<file path="src/rtl/pipe_hazard_ctrl.sv">
// pipe_hazard_ctrl: stall/flush sequencer for the 5-stage pipeline.
// Produces the latch enables and the bubble/flush controls for the PC, FD, DX,
// XM and MW latches. It detects load-use hazards, applies taken-branch flushes
// and runs the multi-cycle mult/div handshake, which has a timeout.
// The optional macro STALL_COUNTERS_EN adds the saturating stall counters
// cnt_md, cnt_lu and cnt_br.
module pipe_hazard_ctrl #(
  parameter int unsigned MD_TIMEOUT = 40,
  parameter int unsigned CNT_W      = 32
) (
  input  logic        clock,
  input  logic        reset,
  input  logic [31:0] fd_insn,
  input  logic [31:0] dx_insn,
  input  logic        branch_taken,
  input  logic        md_ready,
  input  logic        md_exception_in,
  output logic        pc_en,
  output logic        fd_en,
  output logic        dx_en,
  output logic        xm_en,
  output logic        mw_en,
  output logic        fd_flush,
  output logic        dx_flush,
  output logic        xm_bubble,
  output logic        md_ctrl_mult,
  output logic        md_ctrl_div,
  output logic        md_busy,
  output logic        md_exception
`ifdef STALL_COUNTERS_EN
  ,
  output logic [CNT_W-1:0] cnt_md,
  output logic [CNT_W-1:0] cnt_lu,
  output logic [CNT_W-1:0] cnt_br
`endif
);

  localparam int unsigned TW = (MD_TIMEOUT > 1) ? $clog2(MD_TIMEOUT) : 1;

  localparam logic [4:0] OP_RTYPE = 5'b00000;
  localparam logic [4:0] OP_LW    = 5'b01000;
  localparam logic [4:0] OP_SW    = 5'b00111;
  localparam logic [4:0] OP_BNE   = 5'b00010;
  localparam logic [4:0] OP_BLT   = 5'b00110;
  localparam logic [4:0] OP_JR    = 5'b00100;
  localparam logic [4:0] ALU_MULT = 5'b00110;
  localparam logic [4:0] ALU_DIV  = 5'b00111;

  typedef enum logic {S_IDLE, S_WAIT} state_t;

  state_t        r_state;
  logic [TW-1:0] r_md_cnt;

  logic [4:0] w_fd_op, w_fd_rd, w_fd_rs, w_fd_rt;
  logic [4:0] w_dx_op, w_dx_rd, w_dx_alu;
  logic       w_dx_mult, w_dx_div, w_dx_md, w_dx_lw;
  logic       w_fd_uses_rt, w_fd_uses_rd, w_load_use, w_timeout;
  logic       w_unused;

  assign w_fd_op  = fd_insn[31:27];
  assign w_fd_rd  = fd_insn[26:22];
  assign w_fd_rs  = fd_insn[21:17];
  assign w_fd_rt  = fd_insn[16:12];
  assign w_dx_op  = dx_insn[31:27];
  assign w_dx_rd  = dx_insn[26:22];
  assign w_dx_alu = dx_insn[6:2];

  // Instruction fields that the hazard logic never looks at.
  assign w_unused = ^{fd_insn[11:0], dx_insn[21:7], dx_insn[1:0]};

  assign w_dx_mult = (w_dx_op == OP_RTYPE) && (w_dx_alu == ALU_MULT);
  assign w_dx_div  = (w_dx_op == OP_RTYPE) && (w_dx_alu == ALU_DIV);
  assign w_dx_md   = w_dx_mult || w_dx_div;
  assign w_dx_lw   = (w_dx_op == OP_LW);

  assign w_fd_uses_rt = (w_fd_op == OP_RTYPE);
  assign w_fd_uses_rd = (w_fd_op == OP_SW) || (w_fd_op == OP_BNE) ||
                        (w_fd_op == OP_BLT) || (w_fd_op == OP_JR);

  // $0 is never a real dependency, so a load into it does not stall.
  assign w_load_use = w_dx_lw && (w_dx_rd != 5'd0) &&
                      ((w_dx_rd == w_fd_rs) ||
                       (w_fd_uses_rt && (w_dx_rd == w_fd_rt)) ||
                       (w_fd_uses_rd && (w_dx_rd == w_fd_rd)));

  assign w_timeout = (r_md_cnt == TW'(MD_TIMEOUT - 1));

  // Combinational control outputs from the FSM state and the current inputs;
  // everything is held at 0 while reset is low.
  always_comb begin
    pc_en        = reset;
    fd_en        = reset;
    dx_en        = reset;
    xm_en        = reset;
    mw_en        = reset;
    fd_flush     = 1'b0;
    dx_flush     = 1'b0;
    xm_bubble    = 1'b0;
    md_ctrl_mult = 1'b0;
    md_ctrl_div  = 1'b0;
    md_busy      = 1'b0;
    md_exception = 1'b0;
    if (reset) begin
      unique case (r_state)
        S_IDLE: begin
          if (w_dx_md) begin
            md_ctrl_mult = w_dx_mult;
            md_ctrl_div  = w_dx_div;
            pc_en        = 1'b0;
            fd_en        = 1'b0;
            dx_en        = 1'b0;
            xm_bubble    = 1'b1;
          end else if (branch_taken) begin
            fd_flush = 1'b1;
            dx_flush = 1'b1;
          end else if (w_load_use) begin
            pc_en    = 1'b0;
            fd_en    = 1'b0;
            dx_flush = 1'b1;
          end
        end
        S_WAIT: begin
          md_busy = 1'b1;
          if (md_ready) begin
            md_exception = md_exception_in;
          end else if (w_timeout) begin
            md_exception = 1'b1;
          end else begin
            pc_en     = 1'b0;
            fd_en     = 1'b0;
            dx_en     = 1'b0;
            xm_bubble = 1'b1;
          end
        end
        default: ;
      endcase
    end
  end

  // Mult/div handshake FSM and its WAIT-cycle counter.
  always_ff @(posedge clock or negedge reset) begin
    if (!reset) begin
      r_state  <= S_IDLE;
      r_md_cnt <= '0;
    end else begin
      unique case (r_state)
        S_IDLE: begin
          r_md_cnt <= '0;
          if (w_dx_md) r_state <= S_WAIT;
        end
        S_WAIT: begin
          if (md_ready || w_timeout) begin
            r_state  <= S_IDLE;
            r_md_cnt <= '0;
          end else begin
            r_md_cnt <= r_md_cnt + 1'b1;
          end
        end
        default: begin
          r_state  <= S_IDLE;
          r_md_cnt <= '0;
        end
      endcase
    end
  end

`ifdef STALL_COUNTERS_EN
  logic             w_md_cyc, w_br_cyc, w_lu_cyc;
  logic [CNT_W-1:0] r_cnt_md, r_cnt_lu, r_cnt_br;

  assign w_md_cyc = (r_state == S_WAIT) || ((r_state == S_IDLE) && w_dx_md);
  assign w_br_cyc = (r_state == S_IDLE) && !w_dx_md && branch_taken;
  assign w_lu_cyc = (r_state == S_IDLE) && !w_dx_md && !branch_taken && w_load_use;

  // Saturating event counters for mult/div cycles, load-use stalls and branch flushes.
  always_ff @(posedge clock or negedge reset) begin
    if (!reset) begin
      r_cnt_md <= '0;
      r_cnt_lu <= '0;
      r_cnt_br <= '0;
    end else begin
      if (w_md_cyc && (r_cnt_md != '1)) r_cnt_md <= r_cnt_md + 1'b1;
      if (w_lu_cyc && (r_cnt_lu != '1)) r_cnt_lu <= r_cnt_lu + 1'b1;
      if (w_br_cyc && (r_cnt_br != '1)) r_cnt_br <= r_cnt_br + 1'b1;
    end
  end

  assign cnt_md = r_cnt_md;
  assign cnt_lu = r_cnt_lu;
  assign cnt_br = r_cnt_br;
`endif

endmodule

</file>
<file path="config.mk">
export PLATFORM = sky130hd
export DESIGN_NAME = pipe_hazard_ctrl
export DESIGN_NICKNAME = d
export VERILOG_FILES = /design/src/rtl/pipe_hazard_ctrl.sv
export SDC_FILE = /design/constraint.sdc
export NUM_CORES = 1
export LEC_CHECK = 0
export ABC_AREA = 1
export BUFFER_PORTS_ARGS = -buffer_cell sky130_fd_sc_hd__buf_2
export CAP_MARGIN = 10
export CORE_MARGIN = 1
export CORE_UTILIZATION = 38
export DETAILED_ROUTE_END_ITERATION = 12
export GPL_TIMING_DRIVEN = 0
export PLACE_DENSITY = 0.85
export SKIP_LAST_GASP = 1
export SYNTH_ARGS = -nofsm -noshare
export SYNTH_HDL_FRONTEND = slang
export SYNTH_SLANG_ARGS = --single-unit
export TNS_END_PERCENT = 10
</file>
<file path="constraint.sdc">
create_clock -name clock -period 2.8 [get_ports clock]
set_input_delay 0.42 -clock clock [delete_from_list [all_inputs] [get_ports clock]]
set_output_delay 0.42 -clock clock [all_outputs]
set_load 0.1 [all_outputs]
</file>
## After elaboration in Yosys (flattened, before gate mapping)

Index checks and enable logic that the tools add are counted.

- Add/subtract/negate cells: 1
- Equal/unequal tests: 11
- Muxes and demuxes: 39
- Bitwise logic cells: 1
- Reductions and logical operators: 16

Operators by type and width:

| operator | number |
|---|---|
| $mux 1 | 33 |
| $eq 5x3->1 const B | 5 |
| $eq 5x5->1 | 3 |
| $pmux 6 s2 | 1 |
| $logic_not 5->1 | 2 |
| $pmux 1 s2 | 4 |
| $logic_or 1x1->1 | 7 |
| $add 6x1->6 const B | 1 |
| $eq 6x6->1 const B | 1 |
| $logic_and 1x1->1 | 6 |
| $mux 6 | 1 |
| $eq 5x2->1 const B | 1 |
| $eq 5x4->1 const B | 1 |
| $reduce_bool 5->1 | 1 |
| $not 1->1 | 1 |

- Register bits: 7
- Input bits: 69
- Output and inout port bits: 12
- Word-level logic and storage cells: 70

## Depth between registers and ports, before layout

- Depth after elaboration: 12
- Mapped depth: 12
- Depth with buffers taken out: 11

## Worst setup path after synthesis

Ideal clock, no wire load.

- Kind: in2out
- From: input dx_insn[5]
- To: output md_ctrl_mult
- Arrival: 3594 ps
- Data required time: 2380 ps
- Setup slack: -1214 ps
- Stages on the path: 3
- Path buffers: 0
- Cells stage by stage: nor3_2 nand4_2 nor4_1

- Cells in the longest elaborated chain, start to end: 6
- Elaborated cells on any way between the ends: 8
- Classes of those cells: eq/ne: 2; mux: 3; reduce/logical: 3

RTL lines:

| what | line | source |
|---|---|---|
| start: declaration | 14 | `input logic [31:0] dx_insn,` |
| $eq 5x3->1, on equally long branches | 71, 72 |  |
| $logic_and 1x1->1, on equally long branches | 71, 72 |  |
| $logic_or 1x1->1 | 73 | `assign w_dx_md = w_dx_mult \|\| w_dx_div;` |
| $mux 1 (*) | 106 | `if (w_dx_md) begin` |
| $mux 1 (*) | 104 | `unique case (r_state)` |
| $mux 1 (*) | 103 | `if (reset) begin` |
| end: declaration | 26 | `output logic md_ctrl_mult,` |

Every way passes the cells marked *; elsewhere a longest branch is shown, timed or not.

## Worst setup path after layout

- From: register r_md_cnt[0]
- To: output pc_en

- Cells in the longest elaborated chain, start to end: 5

RTL lines:

| what | line | source |
|---|---|---|
| start: declaration | 52 | `logic [TW-1:0] r_md_cnt;` |
| start signal: assignment | 156 | `r_md_cnt <= r_md_cnt + 1'b1;` |
| $eq 6x6->1 | 86 | `assign w_timeout = (r_md_cnt == TW'(MD_TIMEOUT - 1));` |
| $mux 1 | 126 | `end else if (w_timeout) begin` |
| $mux 1 | 124 | `if (md_ready) begin` |
| $pmux 1 s2 | 104 |  |
| $mux 1 | 103 |  |
| end: declaration | 18 | `output logic pc_en,` |

No other way between the ends.

==> flow_summary.json <==
{
  "status": "finished clean",
  "initial_core_util_pct": 41.04,
  "grt_pass1_vias": 807,
  "yosysMostFrequentCell": "nand2_1",
  "power_uw": 321.6,
  "cap_violations": 0,
  "crit_fanout": 7,
  "fin_skew_ns": 0.002179,
  "finalCritPeriodShare_pct": 83.82,
  "cts_buffer_depth": 2,
  "synth_edf_count": 0,
  "avgViaCountPerCell": 4.514,
  "htree_levels": 1,
  "grt_overflow": 0,
  "antenna_left": 0,
  "drt_wl_total_um": 1831,
  "grt_max_degree": 12,
  "power.density_nw_per_um2": 282.5,
  "gp_congestion": 0.7849,
  "layout.nets": 262,
  "met1_usage_pct": 20.54,
  "worst_setup_path_end_kind": "primary output",
  "grt_pass1_wl_um": 2939,
  "firstDrtPassIters": 4,
  "drt_iter0_drc": 19,
  "place_hpwl_um": 1583,
  "dieArea_um2": 2329,
  "synth_common_cells": "nand2_1 (37), nor2_1 (25), inv_1 (23)",
  "start_kind": "flip-flop",
  "clk_transition_reported_paths_ns": 0.05,
  "vias": 984,
  "post-cts-setup-buffers": 0,
  "hold_viol": 0,
  "synth_area_leader_cell": "dfrtp_1",
  "wl_per_cell_um": 8.399,
  "worst_pin_slew_ns": 0.5019,
  "fill_cells": 196,
  "die_y_um": 48.26,
  "worst-setup-path-type": "reg -> out",
  "synth_top_area_share_pct": 21.54,
  "ys_seq_area_share_pct": 21.54,
  "slew_viol_final": 0,
  "synth_cell_types": 25,
  "cts_hold_buf": 0,
  "ys_top_cells_by_area": "dfrtp_1 (22%), nand2_1 (17%), nor2_1 (12%)",
  "synth_nets": 206,
  "met2_usage_pct": 33.07,
  "ios": 81,
  "io_buffer_count": 51,
  "drive_above_1_share_pct": 38.22,
  "synth_warnings": 0,
  "synthArstFlopShare_pct": 100.0,
  "track_usage_pct": 17.97,
  "synthFlopType": "dfrtp_1",
  "slew_headroom_pct": 66.77,
  "avgSynthCellArea_um2": 5.980,
  "ys_ff_latch": 7,
  "die-width_um": 48.26,
  "setup_viol": 0,
  "antenna_cells": 0,
  "clkSinkCount": 7,
  "drc": 0,
  "antenna_found_initial": 0,
  "use_met3_pct": 2.593,
  "tritoncts": "done",
  "syn_area_um2": 813.3,
  "area_growth_pct": 40.00,
  "clkLatencyLatePin_ns": 0.25,
  "fin_crit_ns": 2.347,
  "required_ns": 2.38,
  "final_util_pct": 57.45,
  "grt_busiest_layer": "met2",
  "ir_worst_vdd_uv": 150.3,
  "synthCells": 136,
  "min_path_type": "in -> async",
  "cts-root-buf": "clkbuf_4",
  "p_leak_nw": 0.6785,
  "cts_resized": 0,
  "rsz0062_at_grt": "no",
  "arrival_ns": 1.93,
  "num_rows": 16,
  "core_area_um2": 1982,
  "max_freq_mhz": 426.1,
  "cts_buffers": 3
}
==> flip-flops by register name, indices dropped and copies added (netlist names) <==
| name | flops |
|---|---|
| r_md_cnt | 6 |
| r_state | 1 |
==> final cells by class <==
| class | instances | area (um^2) | area share (%) |
|---|---|---|---|
| Sequential cell | 7 | 175.2 | 15.38 |
| Tap cell | 27 | 33.78 | 2.967 |
| Inverter | 28 | 105.1 | 9.231 |
| Buffer | 3 | 22.52 | 1.978 |
| Clock buffer | 4 | 26.28 | 2.308 |
| Multi-Input combinational cell | 98 | 520.5 | 45.71 |
| Timing Repair Buffer | 51 | 255.2 | 22.42 |
==> layout by cell type, fill, tap and decap left out <==
master / synthesis / layout
nor3b_1: 1 / 1
inv_2: 5 / 5
nand3_1: 7 / 7
a21oi_2: 1 / 2
nand3_2: 2 / 2
nor3_2: 2 / 2
xnor2_1: 1 / 1
ha_1: 1 / 1
nand2_1: 37 / 37
clkbuf_4: 0 / 3
inv_1: 23 / 23
nor2_4: 1 / 1
nand3_4: 1 / 1
dfrtp_1: 7 / 7
o21ai_4: 1 / 1
nand4_2: 1 / 1
clkbuf_1: 0 / 1
a21oi_1: 2 / 1
buf_4: 3 / 3
nor3_1: 3 / 3
o21ai_0: 3 / 3
buf_2: 0 / 51
o21ai_1: 1 / 1
a31oi_1: 1 / 1
xor2_1: 5 / 5
nor4_2: 0 / 1
nor2_1: 25 / 25
nand4_1: 1 / 1
==> metal layers <==
layer	part of all wire (%)	vias to the layer above	wire length (um)
met5	0	-	0
met4	1.1	0	20
met3	6.2	6	113
met2	49	42	894
met1	44	414	803
li1	-	522	-
==> worst paths after layout <==
path | cells past startpoint | slack (ns) | endpoint | startpoint
setup / recovery | 9 | 0.45 | pc_en | r_md_cnt[0]
hold / removal | 1 | 0.01 | r_md_cnt[5] | reset
setup reg to reg | 4 | 1.62 | r_md_cnt[2] | r_md_cnt[0]
hold reg to reg | 1 | 0.49 | r_md_cnt[0] | r_md_cnt[0]
max in group asynchronous | 1 | 2.60 | r_md_cnt[0] | reset
min in group clock | 1 | 0.49 | r_md_cnt[0] | r_md_cnt[0]
==> through the flow <==
stage,instances,TNS [ns],setup slack (ns),hold WS (ns),area (um^2)
2_1_floorplan,136,-0.1741,-0.1374,0.1244,823.3
3_3_place_gp,214,0,0.6857,0.2859,1112
3_5_place_dp,214,0,0.6836,0.2872,1112
4_1_cts,218,0,0.4419,0.01783,1139
5_1_grt,218,0,0.3122,0.02609,1139
6_report,218,0,0.4529,0.01420,1139
==> power by group <==
part | internal, mW | total [mW] | switching, mW
combinational | 0.0429 | 0.128 | 0.0846
sequential | 0.101 | 0.102 | 0.000192
clock | 0.0544 | 0.0926 | 0.0382
total | 0.199 | 0.322 | 0.123
==> cell families after synthesis <==
kind of cell | Yosys count | share of synthesized area, %
simple gates | 82 | 47.23
fa+ha+maj | 1 | 1.538
buf+inv | 31 | 15.69
compound gates | 9 | 7.539
xor+xnor | 6 | 6.461
flops | 7 | 21.54
==> critical path: stages (launching register included) <==
cell and delay [ns]:
dfrtp_1 0.39, ha_1 0.23, nand3_2 0.13, nand3_4 0.13, o21ai_4 0.09, nor2_4 0.09, nand2_1 0.06, inv_1 0.06
buf_4 0.09, buf_2 0.41
(Power assumes the default switching activity.)
